### config.mk
export PLATFORM = sky130hd
export DESIGN_NAME = axi_eth_regbank
export DESIGN_NICKNAME = d
export VERILOG_FILES = /design/src/rtl/eth_regbank_pkg.sv /design/src/rtl/eth_irq_ctrl.sv /design/src/rtl/axi_eth_regbank.sv
export SDC_FILE = /design/constraint.sdc
export NUM_CORES = 1
export LEC_CHECK = 0
export CORE_ASPECT_RATIO = 1.2
export CORE_MARGIN = 5
export CORE_UTILIZATION = 35
export CTS_CLUSTER_DIAMETER = 100
export DETAILED_ROUTE_END_ITERATION = 8
export PLACE_DENSITY_LB_ADDON = 0.12
export SLEW_MARGIN = 5
export SYNTH_ARGS = -nofsm -noshare
export SYNTH_HDL_FRONTEND = slang
export SYNTH_SLANG_ARGS = --single-unit
### constraint.sdc
create_clock -name clk -period 3.44 [get_ports clk]
set_input_delay 0.86 -clock clk [delete_from_list [all_inputs] [get_ports clk]]
set_output_delay 0.86 -clock clk [all_outputs]
set_load 0.05 [all_outputs]
### src/rtl/eth_regbank_pkg.sv
// rtl/eth_regbank_pkg.sv - shared constants and types for the Ethernet channel register bank
//
// Purpose: register offsets, response codes, window geometry and the
//          decoded-address record shared by axi_eth_regbank and its bench.
// Ports:   none (package).
package eth_regbank_pkg;

  // Word offsets inside one channel's 16-byte window (addr[3:2]).
  localparam logic [1:0] OFF_STATUS  = 2'd0;
  localparam logic [1:0] OFF_CONTROL = 2'd1;
  localparam logic [1:0] OFF_TXDATA  = 2'd2;
  localparam logic [1:0] OFF_RXDATA  = 2'd3;

  // Byte offsets of the global registers, relative to CH_NUM*CH_STRIDE.
  localparam int GLB_IRQ_PEND = 0;
  localparam int GLB_IRQ_MASK = 4;

  localparam logic [1:0] RESP_OKAY   = 2'b00;
  localparam logic [1:0] RESP_SLVERR = 2'b10;

  localparam int CH_STRIDE    = 16;
  localparam int TX_PAYLOAD_W = 10;

  // Result of decoding one AXI word address.
  typedef struct packed {
    logic       ch_hit;    // address falls inside a channel window
    logic       pend_hit;  // IRQ_PEND
    logic       mask_hit;  // IRQ_MASK
    logic [3:0] ch;        // channel index, meaningful only with ch_hit
    logic [1:0] off;       // word offset inside the channel window
  } addr_dec_t;

endpackage

### src/rtl/eth_irq_ctrl.sv
// rtl/eth_irq_ctrl.sv - per-channel pending/mask interrupt controller
//
// Purpose: CH_NUM pending bits set by channel event pulses and cleared by
//          write-one-to-clear, a mask register, and a registered level irq.
// Ports:
//   clk, rst          clock, synchronous active-high reset
//   src[CH_NUM]       per-channel event pulses (set PEND)
//   clr[CH_NUM]       W1C clear vector, already qualified by the bus write
//   mask_we           load mask_wdata into MASK
//   mask_wdata        new MASK value (byte-lane merge done by the caller)
//   pend, mask        current PEND / MASK contents
//   irq               registered |(PEND & MASK)
module eth_irq_ctrl #(
  parameter int CH_NUM = 3
) (
  input  logic              clk,
  input  logic              rst,
  input  logic [CH_NUM-1:0] src,
  input  logic [CH_NUM-1:0] clr,
  input  logic              mask_we,
  input  logic [CH_NUM-1:0] mask_wdata,
  output logic [CH_NUM-1:0] pend,
  output logic [CH_NUM-1:0] mask,
  output logic              irq
);

  always_ff @(posedge clk) begin
    if (rst) begin
      pend <= '0;
      mask <= '0;
      irq  <= 1'b0;
    end else begin
      // A new event in the same cycle as its clear must not be lost.
      pend <= (pend & ~clr) | src;
      if (mask_we) begin
        mask <= mask_wdata;
      end
      irq <= |(pend & mask);
    end
  end

endmodule

### src/rtl/axi_eth_regbank.sv
// rtl/axi_eth_regbank.sv - AXI4-Lite register bank for CH_NUM Ethernet protocol channels
//
// Purpose: per-channel STATUS/CONTROL/TXDATA/RXDATA windows of 16 bytes each,
//          followed by global IRQ_PEND (W1C) and IRQ_MASK registers.
// Ports:
//   clk, rst          clock, synchronous active-high reset
//   s_axi_aw*/w*/b*   AXI-Lite write channels (AW and W captured independently)
//   s_axi_ar*/r*      AXI-Lite read channels
//   ch_control        CONTROL contents, ch0 in the LSBs
//   ch_status         per-channel status words
//   ch_tx_data        TXDATA payload {eop,sop,byte}, shared by all channels
//   ch_tx_vld         one-hot single-cycle push strobe
//   ch_rx_data        per-channel RX FIFO heads, 10 bits each
//   ch_rx_rd          one-hot single-cycle pop strobe
//   ch_irq_src        per-channel event pulses
//   irq               level interrupt
module axi_eth_regbank
  import eth_regbank_pkg::*;
#(
  parameter int                      ADDR_WIDTH = 12,
  parameter int                      DATA_WIDTH = 32,
  parameter int                      CH_NUM     = 3,
  parameter logic [CH_NUM*32-1:0]    CTRL_RST   = {32'd5001, 32'd0, 32'd5000}
) (
  input  logic                           clk,
  input  logic                           rst,
  input  logic [ADDR_WIDTH-1:0]          s_axi_awaddr,
  input  logic                           s_axi_awvalid,
  output logic                           s_axi_awready,
  input  logic [DATA_WIDTH-1:0]          s_axi_wdata,
  input  logic [DATA_WIDTH/8-1:0]        s_axi_wstrb,
  input  logic                           s_axi_wvalid,
  output logic                           s_axi_wready,
  output logic [1:0]                     s_axi_bresp,
  output logic                           s_axi_bvalid,
  input  logic                           s_axi_bready,
  input  logic [ADDR_WIDTH-1:0]          s_axi_araddr,
  input  logic                           s_axi_arvalid,
  output logic                           s_axi_arready,
  output logic [DATA_WIDTH-1:0]          s_axi_rdata,
  output logic [1:0]                     s_axi_rresp,
  output logic                           s_axi_rvalid,
  input  logic                           s_axi_rready,
  output logic [CH_NUM*32-1:0]           ch_control,
  input  logic [CH_NUM*32-1:0]           ch_status,
  output logic [TX_PAYLOAD_W-1:0]        ch_tx_data,
  output logic [CH_NUM-1:0]              ch_tx_vld,
  input  logic [CH_NUM*TX_PAYLOAD_W-1:0] ch_rx_data,
  output logic [CH_NUM-1:0]              ch_rx_rd,
  input  logic [CH_NUM-1:0]              ch_irq_src,
  output logic                           irq
);

  localparam int WA_W = ADDR_WIDTH - 2;
  localparam int GLB  = CH_NUM * CH_STRIDE;

  // Decode a word address (byte address with addr[1:0] already dropped).
  function automatic addr_dec_t decode(input logic [WA_W-1:0] wa);
    addr_dec_t d;
    d.off      = wa[1:0];
    d.ch       = wa[5:2];
    d.ch_hit   = wa[WA_W-1:2] < (WA_W-2)'(CH_NUM);
    d.pend_hit = wa == WA_W'((GLB + GLB_IRQ_PEND) / 4);
    d.mask_hit = wa == WA_W'((GLB + GLB_IRQ_MASK) / 4);
    return d;
  endfunction

  // Byte-lane bits are irrelevant: every register is a full word.
  logic [3:0] unused_addr_lsbs;
  assign unused_addr_lsbs = {s_axi_awaddr[1:0], s_axi_araddr[1:0]};

  logic [31:0]       ctrl_q [CH_NUM];
  logic              aw_held, w_held;
  logic [WA_W-1:0]   aw_wa;
  logic [31:0]       w_data;
  logic [3:0]        w_strb;
  logic [CH_NUM-1:0] irq_pend, irq_mask, irq_clr, mask_wdata;
  logic              do_wr, wr_err, rd_err, mask_we;
  addr_dec_t         wd, rd;
  logic [31:0]       rd_val;

  assign s_axi_awready = !rst && !aw_held && !s_axi_bvalid;
  assign s_axi_wready  = !rst && !w_held && !s_axi_bvalid;
  assign s_axi_arready = !rst && !s_axi_rvalid;

  for (genvar g = 0; g < CH_NUM; g++) begin : g_ctrl_out
    assign ch_control[32*g +: 32] = ctrl_q[g];
  end

  // Write side: executes the cycle after both address and data are held.
  assign do_wr  = aw_held && w_held;
  assign wd     = decode(aw_wa);
  assign wr_err = !((wd.ch_hit && (wd.off == OFF_CONTROL || wd.off == OFF_TXDATA))
                    || wd.pend_hit || wd.mask_hit);
  assign mask_we = do_wr && wd.mask_hit;

  always_comb begin
    irq_clr    = '0;
    mask_wdata = irq_mask;
    for (int i = 0; i < CH_NUM; i++) begin
      if (w_strb[i/8]) begin
        mask_wdata[i] = w_data[i];
        irq_clr[i]    = do_wr && wd.pend_hit && w_data[i];
      end
    end
  end

  always_ff @(posedge clk) begin
    if (rst) begin
      aw_held      <= 1'b0;
      w_held       <= 1'b0;
      aw_wa        <= '0;
      w_data       <= '0;
      w_strb       <= '0;
      s_axi_bvalid <= 1'b0;
      s_axi_bresp  <= RESP_OKAY;
      ch_tx_vld    <= '0;
      ch_tx_data   <= '0;
      for (int i = 0; i < CH_NUM; i++) begin
        ctrl_q[i] <= CTRL_RST[32*i +: 32];
      end
    end else begin
      ch_tx_vld <= '0;
      if (s_axi_awvalid && s_axi_awready) begin
        aw_held <= 1'b1;
        aw_wa   <= s_axi_awaddr[ADDR_WIDTH-1:2];
      end
      if (s_axi_wvalid && s_axi_wready) begin
        w_held <= 1'b1;
        w_data <= s_axi_wdata;
        w_strb <= s_axi_wstrb;
      end
      if (s_axi_bvalid && s_axi_bready) begin
        s_axi_bvalid <= 1'b0;
      end
      // Ready is low while held, so the clear never races a new capture.
      if (do_wr) begin
        aw_held      <= 1'b0;
        w_held       <= 1'b0;
        s_axi_bvalid <= 1'b1;
        s_axi_bresp  <= wr_err ? RESP_SLVERR : RESP_OKAY;
        for (int i = 0; i < CH_NUM; i++) begin
          if (wd.ch_hit && wd.ch == 4'(i)) begin
            if (wd.off == OFF_CONTROL) begin
              for (int b = 0; b < 4; b++) begin
                if (w_strb[b]) ctrl_q[i][8*b +: 8] <= w_data[8*b +: 8];
              end
            end
            if (wd.off == OFF_TXDATA && w_strb[0]) begin
              ch_tx_data   <= w_data[TX_PAYLOAD_W-1:0];
              ch_tx_vld[i] <= 1'b1;
            end
          end
        end
      end
    end
  end

  // Read side: response data is captured in the AR handshake cycle.
  assign rd     = decode(s_axi_araddr[ADDR_WIDTH-1:2]);
  assign rd_err = !((rd.ch_hit && rd.off != OFF_TXDATA) || rd.pend_hit || rd.mask_hit);

  always_comb begin
    rd_val = '0;
    if (rd.pend_hit) rd_val = 32'(irq_pend);
    if (rd.mask_hit) rd_val = 32'(irq_mask);
    for (int i = 0; i < CH_NUM; i++) begin
      if (rd.ch_hit && rd.ch == 4'(i)) begin
        case (rd.off)
          OFF_STATUS:  rd_val = ch_status[32*i +: 32];
          OFF_CONTROL: rd_val = ctrl_q[i];
          OFF_RXDATA:  rd_val = 32'(ch_rx_data[TX_PAYLOAD_W*i +: TX_PAYLOAD_W]);
          default:     rd_val = '0;
        endcase
      end
    end
  end

  always_ff @(posedge clk) begin
    if (rst) begin
      s_axi_rvalid <= 1'b0;
      s_axi_rdata  <= '0;
      s_axi_rresp  <= RESP_OKAY;
      ch_rx_rd     <= '0;
    end else begin
      ch_rx_rd <= '0;
      if (s_axi_rvalid && s_axi_rready) begin
        s_axi_rvalid <= 1'b0;
      end
      if (s_axi_arvalid && s_axi_arready) begin
        s_axi_rvalid <= 1'b1;
        s_axi_rresp  <= rd_err ? RESP_SLVERR : RESP_OKAY;
        s_axi_rdata  <= rd_err ? '0 : rd_val;
        for (int i = 0; i < CH_NUM; i++) begin
          if (rd.ch_hit && rd.ch == 4'(i) && rd.off == OFF_RXDATA) ch_rx_rd[i] <= 1'b1;
        end
      end
    end
  end

  eth_irq_ctrl #(.CH_NUM(CH_NUM)) u_irq (
    .clk       (clk),
    .rst       (rst),
    .src       (ch_irq_src),
    .clr       (irq_clr),
    .mask_we   (mask_we),
    .mask_wdata(mask_wdata),
    .pend      (irq_pend),
    .mask      (irq_mask),
    .irq       (irq)
  );

endmodule
# Word level (Yosys, flattened, before mapping)

Memory sizes are Yosys's and may differ from the RTL's.
Index checks and enable logic that the tools add are counted.

$lt $le $gt $ge: 2
Equality and inequality tests: 13
Multiplexer cells: 98
Bitwise logic cells: 21
Reduce and logical (&&, ||, !) cells: 50

Operators with widths:

| operator                                                                     | number |
|---|---|
| 32-bit case mux with 3 select lines                                          | 3 |
| 32-bit two-way mux                                                           | 5 |
| 8-bit two-way mux                                                            | 12 |
| 1-bit two-way mux                                                            | 69 |
| 10-bit two-way mux                                                           | 6 |
| 10-bit by 4-bit == test with 1-bit output, second input constant             | 4 |
| 1-bit logical AND                                                            | 28 |
| 8-bit by 2-bit less-than comparator with 1-bit output, second input constant | 2 |
| 1-bit OR                                                                     | 12 |
| 3-bit OR reduction                                                           | 4 |
| 4-bit by 1-bit == test with 1-bit output, second input constant              | 2 |
| 4-bit by 2-bit == test with 1-bit output, second input constant              | 2 |
| 4-bit logical NOT                                                            | 2 |
| 3-bit bitwise AND                                                            | 2 |
| 1-bit logical NOT                                                            | 5 |
| 1-bit logical OR                                                             | 5 |
| 1-bit inverter                                                               | 5 |
| 2-bit by 1-bit == test with 1-bit output, second input constant              | 2 |
| 2-bit == test, second input constant                                         | 2 |
| 2-bit two-way mux                                                            | 2 |
| 2-bit nonzero test                                                           | 2 |
| 2-bit OR reduction                                                           | 2 |
| 3-bit two-way mux                                                            | 1 |
| 3-bit inverter                                                               | 1 |
| other kinds (4)                                                              | 4 |

Bits in registers: 109
Bits in writable memories: 96
Output and inout bits: 154
Word-level logic and storage cells: 203
Memories: 1

Memories:

| name   | words | width | rd ports | clocked after Yosys merged registers in | write ports | line                  | RTL |
|---|---|---|---|---|---|---|---|
| ctrl_q | 3     | 32    | 3        | 0                                       | 3           | axi_eth_regbank.sv:72 | `logic [31:0] ctrl_q [CH_NUM];` |

# Logic depth before layout (Yosys ltp)

Gate-level depths: netlist of the first run.

Word-level depth: 8
Mapped depth: 7
Mapped depth without buffers: 6

# By module

A second synthesis of the first run with hierarchy kept.

Cell total of the unflattened synthesis: 906
Area total of the unflattened synthesis: 9475.3 um^2

By module, submodules not included:

| module          | instances | cells each | area an instance (um^2) |
|---|---|---|---|
| axi_eth_regbank | 1         | 882        | 9235.1 |
| eth_irq_ctrl    | 1         | 24         | 240.2 |

# Least setup slack after synthesis of the first run

No wires, ideal clock.

Path kind: input-to-reg
Start: in rst
End: reg w_data[3]
Setup time: 0.070 ns
Data arrival time: 3.084 ns
Required time: 3.370 ns
Setup slack: 0.285 ns
Stages on the path: 7
Cells stage by stage: buf_6 -> nor3_1 -> and2_1 -> clkbuf_1 -> buf_1 -> nand2_1 -> a21oi_1

Longest elaborated chain between the ends: 4

Ends and longest elaborated chain:

| element                         | line                   | RTL |
|---|---|---|
| start: declaration              | axi_eth_regbank.sv:26  | `input logic rst,` |
| 1-bit logical NOT               | axi_eth_regbank.sv:83  | `assign s_axi_wready = !rst && !w_held && !s_axi_bvalid;` |
| 1-bit logical AND (2 in series) | axi_eth_regbank.sv:83  |  |
| via s_axi_wready                | axi_eth_regbank.sv:33  | `output logic s_axi_wready,` |
| 1-bit logical AND               | axi_eth_regbank.sv:128 | `if (s_axi_wvalid && s_axi_wready) begin` |
| end signal: assignment          | axi_eth_regbank.sv:130 | `w_data <= s_axi_wdata;` |
| end: declaration                | axi_eth_regbank.sv:75  | `logic [31:0] w_data;` |

The timed path passes the listed nets, and every way through them passes these cells.
A chain may end at the register's enable or synchronous reset.

==> results.sh, run 1 <==
export IMPL_status="complete, no violations"
export IMPL_cap_violations=0
export IMPL_grt_max_degree=53
export IMPL_yosysUniqueCellTypes=51
export IMPL_critPathArrivalTime_ns=1.83
export IMPL_relSlewSlack_pct=28.1
export IMPL_yosysSeqAreaShare_pct=53.8
export IMPL_cts_tree="built"
export IMPL_yosys_warnings=0
export IMPL_final_common_cell="clkdlybuf4s50_1"
export IMPL_worstHoldPathType="flip-flop to flip-flop"
export IMPL_clock_tree_buffer_depth=3
export IMPL_n_fill_cell=2405
export IMPL_setup_violations=0
export IMPL_wirelength_um=35400
export IMPL_rr_worst_depth=6
export IMPL_slowest_stage="clkdlybuf4s50_1"
export IMPL_synth_avg_cell_area_um2=10.1
export IMPL_synth_flop_cell="dfxtp_1"
export IMPL_clk_pin_slew_ns=0.06
export IMPL_vias_per_cell=5.17
export IMPL_antenna_found_initial=4
export IMPL_postCtsHoldBufs=0
export IMPL_fin_crit_sh_pct=78.1
export IMPL_ant_nets=0
export IMPL_track_usage_pct=22.2
export IMPL_critPathCaptureType="output port"
export IMPL_worst_pin_slew_ns=1.07
export IMPL_required_ns=2.58
export IMPL_worst_hold_path_num_cells=2
export IMPL_grt_pass1_wl_um=52100
export IMPL_rsz0062_at_grt="false"
export IMPL_cpLargestDelayFamily="buffers and inverters"
export IMPL_slowest_delay_ns=0.85
export IMPL_cts_sinks=203
export IMPL_dr_pass1_iters=5
export IMPL_postCtsResizedCells=0
export IMPL_cts_root_buf="clkbuf_16"
export IMPL_dieWidth_um=159
export IMPL_period_minus_slack_ns=2.69
export IMPL_grt_ovfl_total=0
export IMPL_die_y_um=189
export IMPL_clk_latency_ns=0.51
export IMPL_layout_common_cells="clkdlybuf4s50_1, nand2_1, dfxtp_1"
export IMPL_drt_iter0_markers=593
export IMPL_vias=8352
export IMPL_cts_max_level=1
export IMPL_ios=350
export IMPL_synthArstFlopShare_pct=0
export IMPL_hold_start="s_axi_rdata[22]"
export IMPL_grt_pass1_vias=8056
export IMPL_routedWlPerCell_um=21.9
export IMPL_maxSlewViolCount=0
export IMPL_hpwl_um=27700
export IMPL_rr_startpoint="aw_wa[9]"
export IMPL_die_area_um2=30100
export IMPL_io_buffers=343
export IMPL_whs_ns=0.446
export IMPL_fin_area_um2=14000
export IMPL_reg2reg_to="ctrl_q[1][26]"
export IMPL_syn_inst=925
export IMPL_synth_edf_count=96
export IMPL_num_nets_final=1462
export IMPL_drive_gt1_share_pct=8.20
export IMPL_start_util_pct=35.5
export IMPL_hold_violations=0
export IMPL_tns_ns=0
export IMPL_whs_endpoint="s_axi_rdata[22]"
export IMPL_place_area_um2=13300
export IMPL_cts_made_buffers=23
export IMPL_leakage_uw=0.00504
export IMPL_syn_cell_area_um2=9340
export IMPL_cp_buffers_inverters=1
export IMPL_areaGrowthSynthToFinish_pct=50.4
export IMPL_worstPathCellList="clkdlybuf4s50_1"
export IMPL_r2r_slack_ns=0.95
export IMPL_ys_ff_latch=203
export IMPL_skew_ns=0.0101
export IMPL_ir_worst_vdd_mv=0.315
export IMPL_place_congestion=0.900
export IMPL_post_cts_setup_buffers=0
export IMPL_row_count=65
export IMPL_setup_worst_path_class="flip-flop to output port"
export IMPL_critical_path_startpoint_type="flip-flop"
export IMPL_route_detailed_drc=0
export IMPL_max_freq_ghz=0.372
export IMPL_p_per_area_nw_per_um2=428
export IMPL_fp_coreArea_um2=26400
export IMPL_path_max_fanout=2
synth_stat cells (all sizes together) (2+ instances only):
cell / count / share of area [%]
nand2: 142 / 5.7
dfxtp: 107 / 23
mux2i: 99 / 11
edfxtp: 96 / 31
a21oi: 75 / 4.0
and2: 58 / 3.9
clkbuf: 48 / 1.9
o21ai: 47 / 2.5
nor2: 42 / 1.7
nor3: 31 / 1.7
buf: 22 / 1.4
nand3: 22 / 1.2
o32ai: 21 / 2.0
a21boi: 10 / 0.80
inv: 10 / 0.40
o211ai: 10 / 0.80
a211oi: 9 / 0.72
nand2b: 8 / 0.54
a221oi: 7 / 0.66
o2111ai: 7 / 0.66
mux2: 6 / 0.72
nor4: 5 / 0.50
o41ai: 5 / 0.47
or3b: 4 / 0.40
a211o: 3 / 0.28
a22oi: 3 / 0.24
a32o: 3 / 0.32
ha: 3 / 0.40
nand4: 3 / 0.20
or4: 3 / 0.24
and3b: 2 / 0.19
nor2b: 2 / 0.13
or2: 2 / 0.13
power breakdown:
group	total (uW)	switching, uW	internal [uW]
Combinational	848	454	394
Clock	2510	1020	1490
Sequential	2660	69.1	2590
registers in the layout, summed over array words and instances, names as in the netlist:
register / flops
u_irq.pend: 3
s_axi_rdata: 32
ctrl_q: 96
w_held: 1
aw_held: 1
ch_rx_rd: 3
s_axi_rvalid: 1
w_data: 32
aw_wa: 10
ch_tx_vld: 3
u_irq.irq: 1
s_axi_bresp: 1
u_irq.mask: 3
s_axi_rresp: 1
w_strb: 4
ch_tx_data: 10
s_axi_bvalid: 1
routing by layer:
layer	share of wire [%]	track usage (%)	up-vias
met5	0.073	0	-
met4	2.8	6.66	4
met3	7.1	4.49	52
met1	44	30.6	3923
li1	-	-	4033
met2	46	35.5	340
worst max-delay path by stage:
stage                             start               to  slack [ns]  depth (start not counted)
after floorplan                     rst        w_data[3]        0.29                          7
after global placement    s_axi_arvalid  s_axi_rdata[30]        0.38                          5
after detailed placement  s_axi_arvalid  s_axi_rdata[30]        0.36                          5
after CTS                 ctrl_q[2][19]   ch_control[83]        0.72                          1
after global routing      ctrl_q[2][19]   ch_control[83]        0.71                          1
final                     ctrl_q[0][10]   ch_control[10]        0.75                          1
cells by family after synthesis:
family / after synthesis / synth area share [%]
DFF: 203 / 53.8
adders and majority gates: 3 / 0.402
muxes: 105 / 11.3
and+or+nand+nor: 328 / 16.9
other: 1 / 0.0401
buffers and inverters: 80 / 3.68
AOI/OAI and AO/OA: 205 / 13.9
layout make-up:
class	instances	area, um2	area share, %
clock buffers	25	593	4.22
clock inverters	17	186	1.33
inverters	10	37.5	0.267
multi-input cells	643	4020	28.6
diodes	2	5.00	0.0356
well taps	335	419	2.98
repair buffers	382	3760	26.8
flip-flops and latches	203	5020	35.8
through the flow:
| stage | setup slack (ns) | cells | power [uW] | utilization (%) |
|---|---|---|---|---|
| final | 0.754 | 1617 | 6010 | 53.3 |
| after global routing | 0.709 | 1617 | 6220 | 53.3 |
| after CTS | 0.718 | 1615 | 6060 | 53.3 |
| after detailed placement | 0.359 | 1573 | 3560 | 50.3 |
| after global placement | 0.381 | 1573 | 3560 | 50.3 |
| after floorplan | 0.285 | 926 | 3110 | - |
Note: power is estimated with default switching activity, not from simulation.
==> run 2: changes to the inputs <==
==> constraint.sdc (replaced) <==
create_clock -name clk -period 2.4 [get_ports clk]
set_input_delay 0.6 -clock clk [delete_from_list [all_inputs] [get_ports clk]]
set_output_delay 0.6 -clock clk [all_outputs]
set_load 0.05 [all_outputs]
==> results.sh, run 2 (synthesis gave the netlist of run 1 again) <==
export IMPL_clk_pin_slew_ns=0.06
export IMPL_clock_tree_buffer_depth=3
export IMPL_critPathArrivalTime_ns=1.80
export IMPL_largestRegisters="ctrl_q (96), s_axi_rdata (32), w_data (32)"
export IMPL_hpwl_um=27600
export IMPL_ios=350
export IMPL_slowest_delay_ns=0.85
export IMPL_leakage_uw=0.00531
export IMPL_setup_ws_ns=-0.000349
export IMPL_cp_buffers_inverters=1
export IMPL_routedWlPerCell_um=21.7
export IMPL_cts_max_level=1
export IMPL_row_count=65
export IMPL_dieWidth_um=159
export IMPL_critPathCaptureType="output port"
export IMPL_num_nets_final=1476
export IMPL_cts_root_buf="clkbuf_16"
export IMPL_ir_worst_vdd_mv=0.405
export IMPL_max_freq_ghz=0.417
export IMPL_cap_violations=0
export IMPL_grt_ovfl_total=0
export IMPL_largest_reg_flops=96
export IMPL_finalPower_uw=8580
export IMPL_hold_violations=0
export IMPL_worstPathCellList="clkdlybuf4s50_1"
export IMPL_relSlewSlack_pct=59.7
export IMPL_n_fill_cell=2448
export IMPL_critical_path_startpoint_type="flip-flop"
export IMPL_die_y_um=189
export IMPL_drive_gt1_share_pct=9.36
export IMPL_antenna_found_initial=1
export IMPL_skew_ns=0.0127
export IMPL_areaGrowthSynthToFinish_pct=52.7
export IMPL_grt_pass1_wl_um=52100
export IMPL_rsz0062_at_grt="false"
export IMPL_pre_cts_ws_ns=-0.232
export IMPL_p_per_area_nw_per_um2=601
export IMPL_setup_worst_path_class="flip-flop to output port"
export IMPL_worst_pin_slew_ns=0.597
export IMPL_status="finished, violations left"
export IMPL_final_common_cell="clkdlybuf4s50_1"
export IMPL_place_congestion=0.859
export IMPL_clk_latency_ns=0.50
export IMPL_fp_coreArea_um2=26400
export IMPL_ant_nets=0
export IMPL_worstHoldPathType="flip-flop to flip-flop"
export IMPL_maxSlewViolCount=0
export IMPL_vias_per_cell=5.05
export IMPL_cts_made_buffers=23
export IMPL_setup_violations=1
export IMPL_dr_pass1_iters=4
export IMPL_grt_pass1_vias=8187
export IMPL_track_usage_pct=22.1
export IMPL_fin_crit_sh_pct=100
export IMPL_tns_ns=-0.000349
export IMPL_route_detailed_drc=0
export IMPL_start_util_pct=35.5
export IMPL_die_area_um2=30100
export IMPL_io_buffers=343
export IMPL_cts_tree="built"
export IMPL_postCtsHoldBufs=0
export IMPL_slowest_stage="clkdlybuf4s50_1"
export IMPL_layout_common_cells="clkdlybuf4s50_1, nand2_1, dfxtp_1"
export IMPL_whs_ns=0.444
export IMPL_grt_max_degree=44
export IMPL_required_ns=1.80
export IMPL_cpLargestDelayFamily="buffers and inverters"
export IMPL_path_max_fanout=2
export IMPL_violations="setup timing"
export IMPL_vias=8232
export IMPL_cts_sinks=203
export IMPL_drt_iter0_markers=528
export IMPL_regMostFlops="ctrl_q"
export IMPL_period_minus_slack_ns=2.40
export IMPL_wirelength_um=35300
==> run 2: changes by cell type in the layout (fill, tap and decap cells not counted), sizes merged <==
cell / delta
dlymetal6s2s: +11
diode: -1
dlygate4sd2: +7
clkbuf: +12
clkinvlp: -2
clkinv: -6
bufinv: -2
inv: -3
clkdlybuf4s50: -22
buf: +18
==> run 2: timing repair <==
| action | 4_1_cts | 5_1_grt |
|---|---|---|
| pin swaps | 0 | 0 |
| setup buffers | 0 | 0 |
| resized for setup | 7 | 12 |
| endpoints found under the setup margin | 7 | 18 |
==> run 2: metal layers <==
layer  GRT usage [%]  wire length [um]  vias to the layer above  part of all wire, %
li1                -                 -                     4048                    -
met2            36.6             16700                      283                   47
met3            3.96              2160                       35                  6.1
met5               0                 0                        -                    0
met1            30.7             15900                     3866                   45
met4            3.91               561                        0                  1.6
==> run 2: worst paths after layout <==
path,from,end,slack [ns],depth (start not counted)
worst min-delay path,s_axi_rdata[21],s_axi_rdata[21],0.44,2
worst min register to register,s_axi_rdata[21],s_axi_rdata[21],0.44,2
worst max-delay path,ctrl_q[0][30],ch_control[30],-0.0003,1
worst max register to register,aw_wa[9],ctrl_q[2][4],0.22,7
==> run 2: final cells by class <==
class / count / area [um2] / area share, %
Clock buffer: 37 / 724 / 5.08
Inverter: 10 / 37.5 / 0.263
Timing Repair Buffer: 396 / 3980 / 27.9
Clock inverter: 4 / 46.3 / 0.325
Sequential cell: 203 / 5020 / 35.2
Multi-Input combinational cell: 643 / 4040 / 28.3
Antenna cell: 1 / 2.50 / 0.0175
Tap cell: 335 / 419 / 2.94
==> run 2: per-stage QoR <==
stage | area, um2 | util [%] | std cells
global route | 14300 | 54.1 | 1629
floorplan | 9350 | - | 926
CTS | 14200 | 54.0 | 1628
detailed placement | 13500 | 51.1 | 1587
finish | 14300 | 54.1 | 1629
global placement | 13500 | 51.1 | 1587
==> run 2: report_power, final <==
part | switching, uW | internal [uW]
registers | 96.7 | 3720
clock network | 1360 | 2170
logic | 654 | 580
total | 2110 | 6460
==> run 3: changes to the inputs <==
--- a/config.mk
+++ b/config.mk
@@ -5,6 +5,7 @@
 export SDC_FILE = /design/constraint.sdc
 export NUM_CORES = 1
 export LEC_CHECK = 0
+export CAP_MARGIN = 20
 export CORE_ASPECT_RATIO = 1.2
 export CORE_MARGIN = 5
 export CORE_UTILIZATION = 35
==> results of run 3 <==
No change in the layout: final DEF, timing and power equal those of run 2.
